===== src/rtl/dispatch_unit_rename_if.sv =====
// Dispatch unit bus: instruction slots from the fetch queue, dispatch strobes
// toward the reservation stations, CDB completion and register busy status.
//   master: fetch-queue / CDB side (drives instructions and completions)
//   slave : dispatch unit (drives fetch acks, dispatch fields, status)
interface dispatch_unit_rename_if #(
  parameter int NUM_REG      = 4,
  parameter int INS_PART_WID = 4,
  parameter int TAG_LEN      = 4
);
  logic                    inst_1_valid;
  logic [INS_PART_WID-1:0] inst_1_type;
  logic [INS_PART_WID-1:0] inst_1_dest;
  logic [INS_PART_WID-1:0] inst_1_src0;
  logic [INS_PART_WID-1:0] inst_1_src1;
  logic                    inst_1_fetch;
  logic                    inst_2_valid;
  logic [INS_PART_WID-1:0] inst_2_type;
  logic [INS_PART_WID-1:0] inst_2_dest;
  logic [INS_PART_WID-1:0] inst_2_src0;
  logic [INS_PART_WID-1:0] inst_2_src1;
  logic                    inst_2_fetch;
  logic                    disp1_valid;
  logic [TAG_LEN-1:0]      disp1_rs;
  logic [TAG_LEN-1:0]      disp1_q0;
  logic [TAG_LEN-1:0]      disp1_q1;
  logic [INS_PART_WID-1:0] disp1_src0;
  logic [INS_PART_WID-1:0] disp1_src1;
  logic                    disp2_valid;
  logic [TAG_LEN-1:0]      disp2_rs;
  logic [TAG_LEN-1:0]      disp2_q0;
  logic [TAG_LEN-1:0]      disp2_q1;
  logic [INS_PART_WID-1:0] disp2_src0;
  logic [INS_PART_WID-1:0] disp2_src1;
  logic                    cdb_valid;
  logic [TAG_LEN-1:0]      cdb_tag;
  logic [NUM_REG-1:0]      reg_busy;
  logic                    illegal_inst;

  modport master (
    output inst_1_valid, inst_1_type, inst_1_dest, inst_1_src0, inst_1_src1,
    output inst_2_valid, inst_2_type, inst_2_dest, inst_2_src0, inst_2_src1,
    output cdb_valid, cdb_tag,
    input  inst_1_fetch, inst_2_fetch,
    input  disp1_valid, disp1_rs, disp1_q0, disp1_q1, disp1_src0, disp1_src1,
    input  disp2_valid, disp2_rs, disp2_q0, disp2_q1, disp2_src0, disp2_src1,
    input  reg_busy, illegal_inst
  );

  modport slave (
    input  inst_1_valid, inst_1_type, inst_1_dest, inst_1_src0, inst_1_src1,
    input  inst_2_valid, inst_2_type, inst_2_dest, inst_2_src0, inst_2_src1,
    input  cdb_valid, cdb_tag,
    output inst_1_fetch, inst_2_fetch,
    output disp1_valid, disp1_rs, disp1_q0, disp1_q1, disp1_src0, disp1_src1,
    output disp2_valid, disp2_rs, disp2_q0, disp2_q1, disp2_src0, disp2_src1,
    output reg_busy, illegal_inst
  );
endinterface


===== src/rtl/dispatch_unit_rename.sv =====
// Dual-issue in-order dispatch with register renaming.
// Allocates the lowest free reservation station of each instruction's class
// (ADD/MULT/FETCH/STORE), tags sources with their producing RS from the
// register status table, and retires busy state on CDB completion.
// Ports:
//   clk, rst : clock, synchronous active-high reset
//   bus      : dispatch_unit_rename_if.slave (slots, dispatch, CDB, status)
module dispatch_unit_rename #(
  parameter int NUM_REG      = 4,
  parameter int RS_PER_CLASS = 2,
  parameter int INS_PART_WID = 4,
  parameter int TAG_LEN      = 4
) (
  input  logic                   clk,
  input  logic                   rst,
  dispatch_unit_rename_if.slave  bus
);

  localparam int         NRS       = 4 * RS_PER_CLASS;
  localparam logic [1:0] CLS_STORE = 2'd3;

  logic [NRS-1:0]     rs_busy;
  logic [TAG_LEN-1:0] tbl_tag [NUM_REG];
  logic [NUM_REG-1:0] tbl_busy;

  logic               cdb_hit;
  logic [NRS-1:0]     cdb_clr;
  logic               legal1, legal2, found1, found2;
  logic               acc1, acc2, take1, take2, wr1, wr2;
  logic [1:0]         cls1, cls2;
  logic [TAG_LEN-1:0] tag1, tag2;
  logic [NRS-1:0]     alloc1, alloc2, avail2;
  logic [TAG_LEN-1:0] q1_0, q1_1, q2_0, q2_1;

  logic                    disp1_vld_p1, disp2_vld_p1, illegal_vld_p1;
  logic [TAG_LEN-1:0]      disp1_rs_p1, disp1_q0_p1, disp1_q1_p1;
  logic [TAG_LEN-1:0]      disp2_rs_p1, disp2_q0_p1, disp2_q1_p1;
  logic [INS_PART_WID-1:0] disp1_src0_p1, disp1_src1_p1;
  logic [INS_PART_WID-1:0] disp2_src0_p1, disp2_src1_p1;

  function automatic logic is_legal(input logic [INS_PART_WID-1:0] t);
    return (t != '0) && (t <= INS_PART_WID'(4));
  endfunction

  function automatic logic [1:0] type_cls(input logic [INS_PART_WID-1:0] t);
    logic [INS_PART_WID-1:0] m;
    m = t - 1'b1;
    return m[1:0];
  endfunction

  function automatic logic [TAG_LEN-1:0] rs_tag(input int i);
    return TAG_LEN'(i + 1);
  endfunction

  // Producer tag for a source, with completing-tag bypass applied.
  function automatic logic [TAG_LEN-1:0] src_tag(
    input logic [INS_PART_WID-1:0] src,
    input logic                    hit,
    input logic [TAG_LEN-1:0]      ctag
  );
    logic [TAG_LEN-1:0] t;
    t = '0;
    for (int r = 0; r < NUM_REG; r++)
      if (src == INS_PART_WID'(r)) t = tbl_tag[r];
    if (hit && t == ctag) t = '0;
    return t;
  endfunction

  // Stage 0: allocation, acceptance and source tag lookup
  always_comb begin
    cdb_hit = 1'b0;
    cdb_clr = '0;
    for (int i = 0; i < NRS; i++)
      if (bus.cdb_valid && rs_busy[i] && bus.cdb_tag == rs_tag(i)) begin
        cdb_hit    = 1'b1;
        cdb_clr[i] = 1'b1;
      end

    legal1 = is_legal(bus.inst_1_type);
    cls1   = type_cls(bus.inst_1_type);
    found1 = 1'b0;
    tag1   = '0;
    alloc1 = '0;
    for (int k = 0; k < RS_PER_CLASS; k++)
      if (!found1 && !rs_busy[int'(cls1) * RS_PER_CLASS + k]) begin
        found1 = 1'b1;
        tag1   = rs_tag(int'(cls1) * RS_PER_CLASS + k);
        alloc1 = NRS'(1) << (int'(cls1) * RS_PER_CLASS + k);
      end
    acc1  = !rst && bus.inst_1_valid && (!legal1 || found1);
    take1 = acc1 && legal1;
    wr1   = take1 && (cls1 != CLS_STORE);

    // Slot 2 sees slot 1's allocation so same-class pairs get distinct RSs.
    avail2 = ~rs_busy & ~(take1 ? alloc1 : '0);
    legal2 = is_legal(bus.inst_2_type);
    cls2   = type_cls(bus.inst_2_type);
    found2 = 1'b0;
    tag2   = '0;
    alloc2 = '0;
    for (int k = 0; k < RS_PER_CLASS; k++)
      if (!found2 && avail2[int'(cls2) * RS_PER_CLASS + k]) begin
        found2 = 1'b1;
        tag2   = rs_tag(int'(cls2) * RS_PER_CLASS + k);
        alloc2 = NRS'(1) << (int'(cls2) * RS_PER_CLASS + k);
      end
    acc2  = acc1 && bus.inst_2_valid && (!legal2 || found2);
    take2 = acc2 && legal2;
    wr2   = take2 && (cls2 != CLS_STORE);

    q1_0 = src_tag(bus.inst_1_src0, cdb_hit, bus.cdb_tag);
    q1_1 = src_tag(bus.inst_1_src1, cdb_hit, bus.cdb_tag);
    // Slot-1 result feeds slot 2 directly; overrides table and bypass.
    q2_0 = (wr1 && bus.inst_2_src0 == bus.inst_1_dest) ? tag1
         : src_tag(bus.inst_2_src0, cdb_hit, bus.cdb_tag);
    q2_1 = (wr1 && bus.inst_2_src1 == bus.inst_1_dest) ? tag1
         : src_tag(bus.inst_2_src1, cdb_hit, bus.cdb_tag);
  end

  assign bus.inst_1_fetch = acc1;
  assign bus.inst_2_fetch = acc2;

  // Stage 1: state update and registered dispatch outputs
  always_ff @(posedge clk) begin
    if (rst) begin
      rs_busy        <= '0;
      tbl_busy       <= '0;
      for (int r = 0; r < NUM_REG; r++) tbl_tag[r] <= '0;
      disp1_vld_p1   <= 1'b0;
      disp2_vld_p1   <= 1'b0;
      illegal_vld_p1 <= 1'b0;
      disp1_rs_p1    <= '0;
      disp1_q0_p1    <= '0;
      disp1_q1_p1    <= '0;
      disp1_src0_p1  <= '0;
      disp1_src1_p1  <= '0;
      disp2_rs_p1    <= '0;
      disp2_q0_p1    <= '0;
      disp2_q1_p1    <= '0;
      disp2_src0_p1  <= '0;
      disp2_src1_p1  <= '0;
    end else begin
      rs_busy <= (rs_busy & ~cdb_clr) | (take1 ? alloc1 : '0) | (take2 ? alloc2 : '0);
      // Rename beats completion; slot 2 beats slot 1 on WAW.
      for (int r = 0; r < NUM_REG; r++) begin
        if (wr2 && bus.inst_2_dest == INS_PART_WID'(r)) begin
          tbl_tag[r]  <= tag2;
          tbl_busy[r] <= 1'b1;
        end else if (wr1 && bus.inst_1_dest == INS_PART_WID'(r)) begin
          tbl_tag[r]  <= tag1;
          tbl_busy[r] <= 1'b1;
        end else if (cdb_hit && tbl_busy[r] && tbl_tag[r] == bus.cdb_tag) begin
          tbl_tag[r]  <= '0;
          tbl_busy[r] <= 1'b0;
        end
      end
      disp1_vld_p1   <= take1;
      disp2_vld_p1   <= take2;
      illegal_vld_p1 <= (acc1 && !legal1) || (acc2 && !legal2);
      disp1_rs_p1    <= tag1;
      disp1_q0_p1    <= q1_0;
      disp1_q1_p1    <= q1_1;
      disp1_src0_p1  <= bus.inst_1_src0;
      disp1_src1_p1  <= bus.inst_1_src1;
      disp2_rs_p1    <= tag2;
      disp2_q0_p1    <= q2_0;
      disp2_q1_p1    <= q2_1;
      disp2_src0_p1  <= bus.inst_2_src0;
      disp2_src1_p1  <= bus.inst_2_src1;
    end
  end

  assign bus.disp1_valid  = disp1_vld_p1;
  assign bus.disp1_rs     = disp1_rs_p1;
  assign bus.disp1_q0     = disp1_q0_p1;
  assign bus.disp1_q1     = disp1_q1_p1;
  assign bus.disp1_src0   = disp1_src0_p1;
  assign bus.disp1_src1   = disp1_src1_p1;
  assign bus.disp2_valid  = disp2_vld_p1;
  assign bus.disp2_rs     = disp2_rs_p1;
  assign bus.disp2_q0     = disp2_q0_p1;
  assign bus.disp2_q1     = disp2_q1_p1;
  assign bus.disp2_src0   = disp2_src0_p1;
  assign bus.disp2_src1   = disp2_src1_p1;
  assign bus.reg_busy     = tbl_busy;
  assign bus.illegal_inst = illegal_vld_p1;

endmodule


===== src/flat_wrapper.sv =====
// flat-port wrapper written by rule: the top's interface ports become plain ports
module dispatch_unit_rename_flat 
#(
  parameter int NUM_REG      = 4,
  parameter int RS_PER_CLASS = 2,
  parameter int INS_PART_WID = 4,
  parameter int TAG_LEN      = 4
)
  (clk, rst, bus_inst_1_valid, bus_inst_1_type, bus_inst_1_dest, bus_inst_1_src0, bus_inst_1_src1, bus_inst_2_valid, bus_inst_2_type, bus_inst_2_dest, bus_inst_2_src0, bus_inst_2_src1, bus_cdb_valid, bus_cdb_tag, bus_inst_1_fetch, bus_inst_2_fetch, bus_disp1_valid, bus_disp1_rs, bus_disp1_q0, bus_disp1_q1, bus_disp1_src0, bus_disp1_src1, bus_disp2_valid, bus_disp2_rs, bus_disp2_q0, bus_disp2_q1, bus_disp2_src0, bus_disp2_src1, bus_reg_busy, bus_illegal_inst);
  dispatch_unit_rename_if #(.NUM_REG(NUM_REG), .INS_PART_WID(INS_PART_WID), .TAG_LEN(TAG_LEN)) bus_i ();
  input  logic clk;
  input  logic rst;
  input wire logic [$bits(bus_i.inst_1_valid)-1:0] bus_inst_1_valid;
  input wire logic [$bits(bus_i.inst_1_type)-1:0] bus_inst_1_type;
  input wire logic [$bits(bus_i.inst_1_dest)-1:0] bus_inst_1_dest;
  input wire logic [$bits(bus_i.inst_1_src0)-1:0] bus_inst_1_src0;
  input wire logic [$bits(bus_i.inst_1_src1)-1:0] bus_inst_1_src1;
  input wire logic [$bits(bus_i.inst_2_valid)-1:0] bus_inst_2_valid;
  input wire logic [$bits(bus_i.inst_2_type)-1:0] bus_inst_2_type;
  input wire logic [$bits(bus_i.inst_2_dest)-1:0] bus_inst_2_dest;
  input wire logic [$bits(bus_i.inst_2_src0)-1:0] bus_inst_2_src0;
  input wire logic [$bits(bus_i.inst_2_src1)-1:0] bus_inst_2_src1;
  input wire logic [$bits(bus_i.cdb_valid)-1:0] bus_cdb_valid;
  input wire logic [$bits(bus_i.cdb_tag)-1:0] bus_cdb_tag;
  output wire logic [$bits(bus_i.inst_1_fetch)-1:0] bus_inst_1_fetch;
  output wire logic [$bits(bus_i.inst_2_fetch)-1:0] bus_inst_2_fetch;
  output wire logic [$bits(bus_i.disp1_valid)-1:0] bus_disp1_valid;
  output wire logic [$bits(bus_i.disp1_rs)-1:0] bus_disp1_rs;
  output wire logic [$bits(bus_i.disp1_q0)-1:0] bus_disp1_q0;
  output wire logic [$bits(bus_i.disp1_q1)-1:0] bus_disp1_q1;
  output wire logic [$bits(bus_i.disp1_src0)-1:0] bus_disp1_src0;
  output wire logic [$bits(bus_i.disp1_src1)-1:0] bus_disp1_src1;
  output wire logic [$bits(bus_i.disp2_valid)-1:0] bus_disp2_valid;
  output wire logic [$bits(bus_i.disp2_rs)-1:0] bus_disp2_rs;
  output wire logic [$bits(bus_i.disp2_q0)-1:0] bus_disp2_q0;
  output wire logic [$bits(bus_i.disp2_q1)-1:0] bus_disp2_q1;
  output wire logic [$bits(bus_i.disp2_src0)-1:0] bus_disp2_src0;
  output wire logic [$bits(bus_i.disp2_src1)-1:0] bus_disp2_src1;
  output wire logic [$bits(bus_i.reg_busy)-1:0] bus_reg_busy;
  output wire logic [$bits(bus_i.illegal_inst)-1:0] bus_illegal_inst;
  assign bus_i.inst_1_valid = bus_inst_1_valid;
  assign bus_i.inst_1_type = bus_inst_1_type;
  assign bus_i.inst_1_dest = bus_inst_1_dest;
  assign bus_i.inst_1_src0 = bus_inst_1_src0;
  assign bus_i.inst_1_src1 = bus_inst_1_src1;
  assign bus_i.inst_2_valid = bus_inst_2_valid;
  assign bus_i.inst_2_type = bus_inst_2_type;
  assign bus_i.inst_2_dest = bus_inst_2_dest;
  assign bus_i.inst_2_src0 = bus_inst_2_src0;
  assign bus_i.inst_2_src1 = bus_inst_2_src1;
  assign bus_i.cdb_valid = bus_cdb_valid;
  assign bus_i.cdb_tag = bus_cdb_tag;
  assign bus_inst_1_fetch = bus_i.inst_1_fetch;
  assign bus_inst_2_fetch = bus_i.inst_2_fetch;
  assign bus_disp1_valid = bus_i.disp1_valid;
  assign bus_disp1_rs = bus_i.disp1_rs;
  assign bus_disp1_q0 = bus_i.disp1_q0;
  assign bus_disp1_q1 = bus_i.disp1_q1;
  assign bus_disp1_src0 = bus_i.disp1_src0;
  assign bus_disp1_src1 = bus_i.disp1_src1;
  assign bus_disp2_valid = bus_i.disp2_valid;
  assign bus_disp2_rs = bus_i.disp2_rs;
  assign bus_disp2_q0 = bus_i.disp2_q0;
  assign bus_disp2_q1 = bus_i.disp2_q1;
  assign bus_disp2_src0 = bus_i.disp2_src0;
  assign bus_disp2_src1 = bus_i.disp2_src1;
  assign bus_reg_busy = bus_i.reg_busy;
  assign bus_illegal_inst = bus_i.illegal_inst;
  dispatch_unit_rename #(.NUM_REG(NUM_REG), .RS_PER_CLASS(RS_PER_CLASS), .INS_PART_WID(INS_PART_WID), .TAG_LEN(TAG_LEN)) u_core (.clk(clk), .rst(rst), .bus(bus_i));
endmodule

===== config.mk =====
export PLATFORM = sky130hd
export DESIGN_NAME = dispatch_unit_rename_flat
export DESIGN_NICKNAME = d
export VERILOG_FILES = /design/src/rtl/dispatch_unit_rename_if.sv /design/src/rtl/dispatch_unit_rename.sv /design/src/flat_wrapper.sv
export SDC_FILE = /design/constraint.sdc
export NUM_CORES = 1
export LEC_CHECK = 0
export CORE_AREA = 4 4 96 98
export DETAILED_ROUTE_END_ITERATION = 8
export DIE_AREA = 0 0 100 102
export MAX_ROUTING_LAYER = met4
export PLACE_DENSITY = 0.78
export SLEW_MARGIN = 20
export SYNTH_ARGS = -nofsm -noshare
export SYNTH_HDL_FRONTEND = slang
export SYNTH_SLANG_ARGS = --single-unit

===== constraint.sdc =====
create_clock -name clk -period 3.6 [get_ports clk]
set_clock_uncertainty 0.15 [all_clocks]
set_input_delay 0.54 -clock clk [delete_from_list [all_inputs] [get_ports clk]]
set_output_delay 0.54 -clock clk [all_outputs]
set_load 0.02 [all_outputs]

==> results of run 1 <==
[path summary, 6_finish.rpt]
path,start,endpoint,slack (ns)
max,bus_inst_1_type[0],bus_inst_2_fetch,0.12
min,u_core.bus.reg_busy[1],u_core.bus.reg_busy[1],0.37
max reg2reg,u_core.rs_busy[0],u_core.tbl_tag[2][1],0.60
min reg2reg,u_core.bus.reg_busy[1],u_core.bus.reg_busy[1],0.37
[flip-flops by register name, summed over array words and instances (netlist names)]
register                 cells
u_core.bus.disp2_rs          4
u_core.bus.disp1_q0          4
u_core.bus.disp1_valid       1
u_core.bus.disp1_q1          4
u_core.bus.disp2_src1        4
u_core.bus.illegal_inst      1
u_core.bus.disp2_src0        4
u_core.bus.disp2_q1          4
u_core.bus.disp1_src0        4
u_core.bus.disp2_valid       1
u_core.bus.disp2_q0          4
u_core.bus.disp1_rs          4
u_core.tbl_tag              16
u_core.bus.reg_busy          4
u_core.bus.disp1_src1        4
u_core.rs_busy               8
[layer usage]
layer  GRT usage  vias to the layer above  share of wire  routed length, µm
met3     0.05461                       33          0.075                955
li1            -                     1785              -                  -
met2      0.4315                      182           0.49               6248
met5           -                        -              0                  0
met4     0.09119                        0          0.027                340
met1      0.3140                     1802           0.41               5148
[cells in the mapped netlist, types with 3 or more instances]
cell type,number
nor3_2,4
nand2_1,42
mux4_2,19
nor2b_1,22
buf_2,3
xnor2_1,11
mux2i_1,9
xor2_1,32
or3_1,3
nor2_1,31
dfxtp_1,55
o21ai_0,8
o2bb2ai_1,4
a31o_2,3
o22ai_1,6
a22oi_1,4
inv_1,10
edfxtp_1,16
ha_1,8
and2_1,3
mux2_1,3
nand3_1,13
nor3_1,8
buf_6,3
nand3b_1,4
and3_1,4
a21oi_1,9
clkbuf_1,14
nand2b_1,3
a41oi_1,3
[power groups by stage]
stage	clock [mW]	sequential [mW]	combinational, mW
detailed placement	0	0.889	0.402
floorplan	0	0.910	0.187
finish	0.740	0.873	0.409
global route	0.789	0.875	0.438
CTS	0.747	0.871	0.408
global placement	0	0.888	0.399
[layout make-up]
cell class / instances / share of cell area
multi-input cells: 309 / 0.4219
flip-flops and latches: 71 / 0.2705
repair buffers: 156 / 0.2384
clock buffers: 11 / 0.02590
well taps: 108 / 0.02312
clock inverters: 5 / 0.01370
inverters: 10 / 0.006421
[logic make-up (layout without fill, tap and decap cells)]
kind of cell / after synthesis / count (layout) / synth area share
xor+xnor: 43 / 43 / 0.09058
fa+ha+maj: 8 / 8 / 0.02408
simple gates: 154 / 154 / 0.2001
flops: 71 / 71 / 0.3804
buf+inv: 30 / 182 / 0.03340
mux: 34 / 34 / 0.1417
compound gates: 66 / 66 / 0.1288
other cells: 1 / 4 / 0.0009019
[worst reg2reg max path, cell delays in order (launching register included)]
cell,delay [ns]
dfxtp_1,0.33
mux4_2,0.48
buf_6,0.14
buf_4,0.15
buf_4,0.16
a2111oi_2,0.31
buf_4,0.18
nor3b_2,0.18
buf_4,0.17
buf_4,0.12
nand3b_1,0.09
nand3b_1,0.22
[timing repair]
| item | 4_1_cts | 5_1_grt |
|---|---|---|
| setup buffers | 2 | 0 |
| hold buffers | 0 | 0 |
| pin swaps | 2 | 0 |
| setup endpoints to repair | 1 | 1 |
| resized for setup | 12 | 1 |
==> results.py, run 1 <==
metrics = {
    "outcome": {
        "status": "finished clean",
    },
    "power_and_ir_drop": {
        "power.density_mw_per_mm2": 345.9,
        "p_seq_frac": 0.432,
        "p_clk_frac": 0.366,
        "p_comb_frac": 0.203,
        "p_sw_frac": 0.2688,
        "p_int_mw": 1.478,
        "p_leak_nw": 2.333,
        "ir_worst_vdd_v": 0.0002284,
        "p_total_mw": 2.022,
        "power_switching_mw": 0.5434,
    },
    "timing": {
        "drv_slew": 0,
        "max_slew_margin": 0.5429,
        "hold_violations": 0,
        "fmax_ghz": 0.2872,
        "tns_ns": 0,
        "finalSetupViolCount": 0,
        "rsz0062_at_grt": "false",
        "worstMarginPinSlew_ns": 0.6770,
        "hold_ws_ns": 0.3693,
        "setup_ws_ns": 0.1186,
        "fin_crit_sh": 0.9670,
        "fin_crit_ns": 3.481,
    },
    "grt": {
        "antenna_found_initial": 0,
        "grt_pass1_vias": 3809,
        "grt.total_usage": 0.2593,
        "grt_max_degree": 35,
        "grt_pass1_wl_um": 19710,
        "grt_overflow": 0,
    },
    "finish": {
        "final_cell_mix": "86 x clkdlybuf4s50_1, 65 x buf_4, 55 x dfxtp_1",
        "n_antenna_cell": 0,
        "final_cells": 670,
        "final_common_cell": "clkdlybuf4s50_1",
        "area_growth_pct": 40.60,
        "multiInputGateArea_mm2": 0.002466,
        "seq_area_mm2": 0.001582,
        "final_design_area_no_fill_mm2": 0.005846,
        "final_util": 0.6905,
        "nNetsFinal": 606,
        "final_layout_size_suffix_gt1_frac": 0.2295,
        "fill_cells": 674,
    },
    "floorplan": {
        "io_pins": 90,
        "dieHeight_um": 102,
        "rows": 34,
        "die-area_mm2": 0.01020,
        "core-area_mm2": 0.008466,
        "start_util": 0.4911,
        "die_w_um": 100,
    },
    "clock_tree": {
        "clkLatencyLatePin_ns": 0.35,
        "cts_tree": "done",
        "root_buffer": "clkbuf_8",
        "clk_pin_slew_worst_paths_ns": 0.07,
        "cts_buffers": 9,
        "numClockSinks": 71,
        "htree_levels": 3,
        "clk_path_buf_depth": 2,
    },
    "setup_path": {
        "slowest_stage": "mux4_2",
        "crit_chain": "dlygate4sd2_1 > buf_6 > mux4_2 > buf_6 > or3_4 > a21o_1 > a211oi_4 > or2_4 > a21oi_1 > buf_2",
        "crit_arrival_ns": 2.79,
        "reg2regPathDepth": 11,
        "cp_top_family": "buffers and inverters",
        "path_depth": 10,
        "max_stage_delay_ns": 0.51,
        "worstSetupPathType": "input port to output port",
        "end_kind": "output port",
        "critPathMaxFanout": 5,
        "crit_buf_inv": 4,
        "cp.required_ns": 2.91,
        "critPathLaunchType": "input port",
        "cpMostUsedCell": "buf_6",
    },
    "routing": {
        "drt_iter0_markers": 236,
        "num_vias": 3802,
        "post_drt_via_cell_ratio": 5.675,
        "antenna_left": 0,
        "post-route-drc-count": 0,
        "routed_wl_um": 12690,
        "drt-pass1-iter-count": 5,
        "wl_per_cell_um": 18.94,
    },
    "placed_design": {
        "place_ws_ns": -0.6094,
        "hpwlAfterDp_um": 9673,
        "place.gp.congestion": 0.8988,
        "postPlaceCellArea_mm2": 0.005582,
        "place_inst": 652,
        "portBuffers": 89,
    },
    "synthesis": {
        "avgSynthCellArea_um2": 10.22,
        "synthDistinctLibCells": 62,
        "yosysSeqAreaShare": 0.3804,
        "synth_edf_count": 16,
        "ys.flop_type": "dfxtp_1",
        "yosysWarnings": 0,
        "synth_top_area_frac": 0.2648,
        "synthArstFlopShare": 0,
        "ys_ff_latch": 71,
        "synth_cells": 407,
        "synth_area_mm2": 0.004158,
        "yosys-top-cells-area": "dfxtp_1 26%, edfxtp_1 12%, mux4_2 10%",
        "synth_top_area_cell": "dfxtp_1",
    },
    "hold_path": {
        "holdPathStages": 2,
        "hp-class": "flip-flop to flip-flop",
    },
    "flow_run": {
        "max_cap_violations": 0,
    },
}
Note: power is estimated with default switching activity, not from simulation.
==> run 2: changes to the inputs <==
--- a/config.mk
+++ b/config.mk
@@ -5,6 +5,7 @@
 export SDC_FILE = /design/constraint.sdc
 export NUM_CORES = 1
 export LEC_CHECK = 0
+export ABC_CLOCK_PERIOD_IN_PS = 3600
 export CORE_AREA = 4 4 96 98
 export DETAILED_ROUTE_END_ITERATION = 8
 export DIE_AREA = 0 0 100 102
==> results of run 2 <==
The final DEF is identical to that of run 1; final timing and power are the same.
==> run 3: changes to the inputs <==
--- a/config.mk
+++ b/config.mk
@@ -6,9 +6,9 @@
 export NUM_CORES = 1
 export LEC_CHECK = 0
 export ABC_CLOCK_PERIOD_IN_PS = 3600
-export CORE_AREA = 4 4 96 98
+export CORE_AREA = 4 4 74 127
 export DETAILED_ROUTE_END_ITERATION = 8
-export DIE_AREA = 0 0 100 102
+export DIE_AREA = 0 0 78 131
 export MAX_ROUTING_LAYER = met4
 export PLACE_DENSITY = 0.78
 export SLEW_MARGIN = 20
==> run 3 against run 2 <==
Effect of this change:
- combinational power rose by 2%
- cell count rose by 0.90%
- hold slack better by 0.016 ns
- count of clock-buffer cells in the layout is 2 higher
- worst setup slack gained 0.033 ns
- critical endpoint unchanged
- design area rose by 1.8%
- register-to-register slack lost 0.02 ns
- sequential cell count is the same
- non-clock buffer count decreased by 1
- power increased by 8.3%
- critical path depth is the same
==> results.py, run 3 (synthesis gave the netlist of run 1 again) <==
metrics = {
    "setup_path": {
        "cp.required_ns": 2.91,
        "critPathMaxFanout": 5,
        "reg2reg_from": "u_core.rs_busy[0]",
        "end_kind": "output port",
        "crit_arrival_ns": 2.76,
        "reg2regPathDepth": 9,
        "worstSetupPathType": "input port to output port",
        "reg2reg_to": "u_core.tbl_tag[0][2]",
        "rrSetupSlack_ns": 0.58,
        "critPathLaunchType": "input port",
    },
    "floorplan": {
        "die_w_um": 78,
        "rows": 44,
        "core-area_mm2": 0.008313,
        "dieHeight_um": 131,
        "start_util": 0.5002,
        "die-area_mm2": 0.01022,
        "io_pins": 90,
    },
    "placed_design": {
        "place.gp.congestion": 0.9785,
        "portBuffers": 89,
        "hpwlAfterDp_um": 10010,
        "postPlaceCellArea_mm2": 0.005573,
        "place_inst": 655,
        "place_ws_ns": -0.6676,
    },
    "clock_tree": {
        "htree_levels": 3,
        "cts_hold_buf": 0,
        "numClockSinks": 71,
        "cts_tree": "done",
        "cts_buffers": 9,
        "root_buffer": "clkbuf_16",
        "clk_pin_slew_worst_paths_ns": 0.05,
        "clkLatencyLatePin_ns": 0.33,
        "clk_path_buf_depth": 2,
    },
    "grt": {
        "antenna_found_initial": 0,
        "grt.total_usage": 0.2779,
        "grt_pass1_vias": 4106,
        "grt_pass1_wl_um": 21060,
        "grt_max_degree": 35,
        "grt_overflow": 0,
    },
    "finish": {
        "final_layout_size_suffix_gt1_frac": 0.2264,
        "nNetsFinal": 605,
        "final_cell_mix": "86 x clkdlybuf4s50_1, 63 x buf_4, 55 x dfxtp_1",
        "regMostFlops": "u_core.tbl_tag",
        "final_design_area_no_fill_mm2": 0.005952,
        "final_cells": 676,
        "final_util": 0.7160,
        "reg_top3": "u_core.tbl_tag (16), u_core.rs_busy (8)",
        "n_antenna_cell": 0,
        "fill_cells": 628,
        "final_common_cell": "clkdlybuf4s50_1",
        "largest_register_ffs": 16,
        "area_growth_pct": 43.15,
    },
    "timing": {
        "worstMarginPinSlew_ns": 0.8366,
        "tns_ns": 0,
        "drv_slew": 0,
        "max_slew_margin": 0.4352,
        "finalSetupViolCount": 0,
        "fmax_ghz": 0.2900,
        "hold_violations": 0,
        "fin_crit_ns": 3.448,
        "rsz0062_at_grt": "false",
        "setup_ws_ns": 0.1520,
        "fin_crit_sh": 0.9578,
    },
    "routing": {
        "drt-pass1-iter-count": 5,
        "num_vias": 3907,
        "wl_per_cell_um": 19.46,
        "routed_wl_um": 13150,
        "post-route-drc-count": 0,
        "post_drt_via_cell_ratio": 5.780,
        "drt_iter0_markers": 243,
        "antenna_left": 0,
    },
    "power_and_ir_drop": {
        "p_leak_nw": 2.361,
        "ir_worst_vdd_v": 0.0002523,
        "power.density_mw_per_mm2": 368.0,
    },
    "hold_path": {
        "hp-class": "flip-flop to flip-flop",
        "holdPathStages": 1,
        "min_to": "u_core.bus.reg_busy[2]",
        "holdCritStartpoint": "u_core.bus.reg_busy[2]",
    },
    "flow_run": {
        "max_cap_violations": 0,
    },
    "outcome": {
        "status": "finished clean",
    },
}
run 3: cell count changes in the layout (fill, tap and decap cells not counted), moves of 2 or more:
cell / before / now
clkbuf_16: 0 / 9
clkbuf_8: 11 / 2
buf_12: 0 / 2
buf_4: 65 / 63
clkbuf_1: 0 / 2
run 3: where the power goes:
part           switching, mW  internal [mW]  leakage (nW)
logic                  0.210          0.206          1.60
clock network          0.327          0.573         0.146
registers             0.0245          0.849         0.610
total                  0.562           1.63          2.36
run 3: timing repair:
item,in CTS,in global routing
endpoints found under the setup margin,1,0
buffers inserted,5,0
gates resized for setup,15,0
run 3: worst max-delay path, stage by stage:
cell	delay (ns)
dlygate4sd2_1	0.25
buf_6	0.14
mux4_2	0.51
buf_6	0.15
or3_4	0.38
a21o_1	0.22
a211oi_4	0.17
or2_4	0.18
a21oi_1	0.06
buf_4	0.16
run 3: how the worst max path moves through the flow:
stage                             from                to  slack [ns]  depth (start not counted)
floorplan           bus_inst_1_type[0]  bus_inst_2_fetch        0.24                          9
detailed placement  bus_inst_1_type[0]  bus_inst_2_fetch       -0.67                         10
finish              bus_inst_1_type[0]  bus_inst_2_fetch        0.15                         10
global route        bus_inst_1_type[0]  bus_inst_2_fetch        0.06                         11
CTS                 bus_inst_1_type[0]  bus_inst_2_fetch        0.17                         10
global placement    bus_inst_1_type[0]  bus_inst_2_fetch       -0.59                         10
run 3: layer usage:
| layer | wire length, µm | track usage | share of wire |
|---|---|---|---|
| met1 | 4353 | 0.2654 | 0.33 |
| met2 | 7241 | 0.5066 | 0.55 |
| met3 | 827 | 0.05693 | 0.063 |
| met4 | 729 | 0.1730 | 0.055 |
| met5 | 0 | - | 0 |
run 3: area by class of cell:
type	instances	area, µm²	share of cell area
multi-input cells	309	2472	0.4154
flip-flops and latches	71	1582	0.2657
repair buffers	155	1414	0.2375
clock buffers	13	260.3	0.04373
well taps	115	143.9	0.02417
clock inverters	3	42.54	0.007147
inverters	10	37.54	0.006306
run 3: stage by stage:
stage	hold WS (ns)	total power [mW]
2_1_floorplan	0.4089	1.096
4_1_cts	0.3872	2.192
6_report	0.3848	2.190
3_5_place_dp	0.3701	1.291
3_3_place_gp	0.3504	1.284
5_1_grt	0.4097	2.270
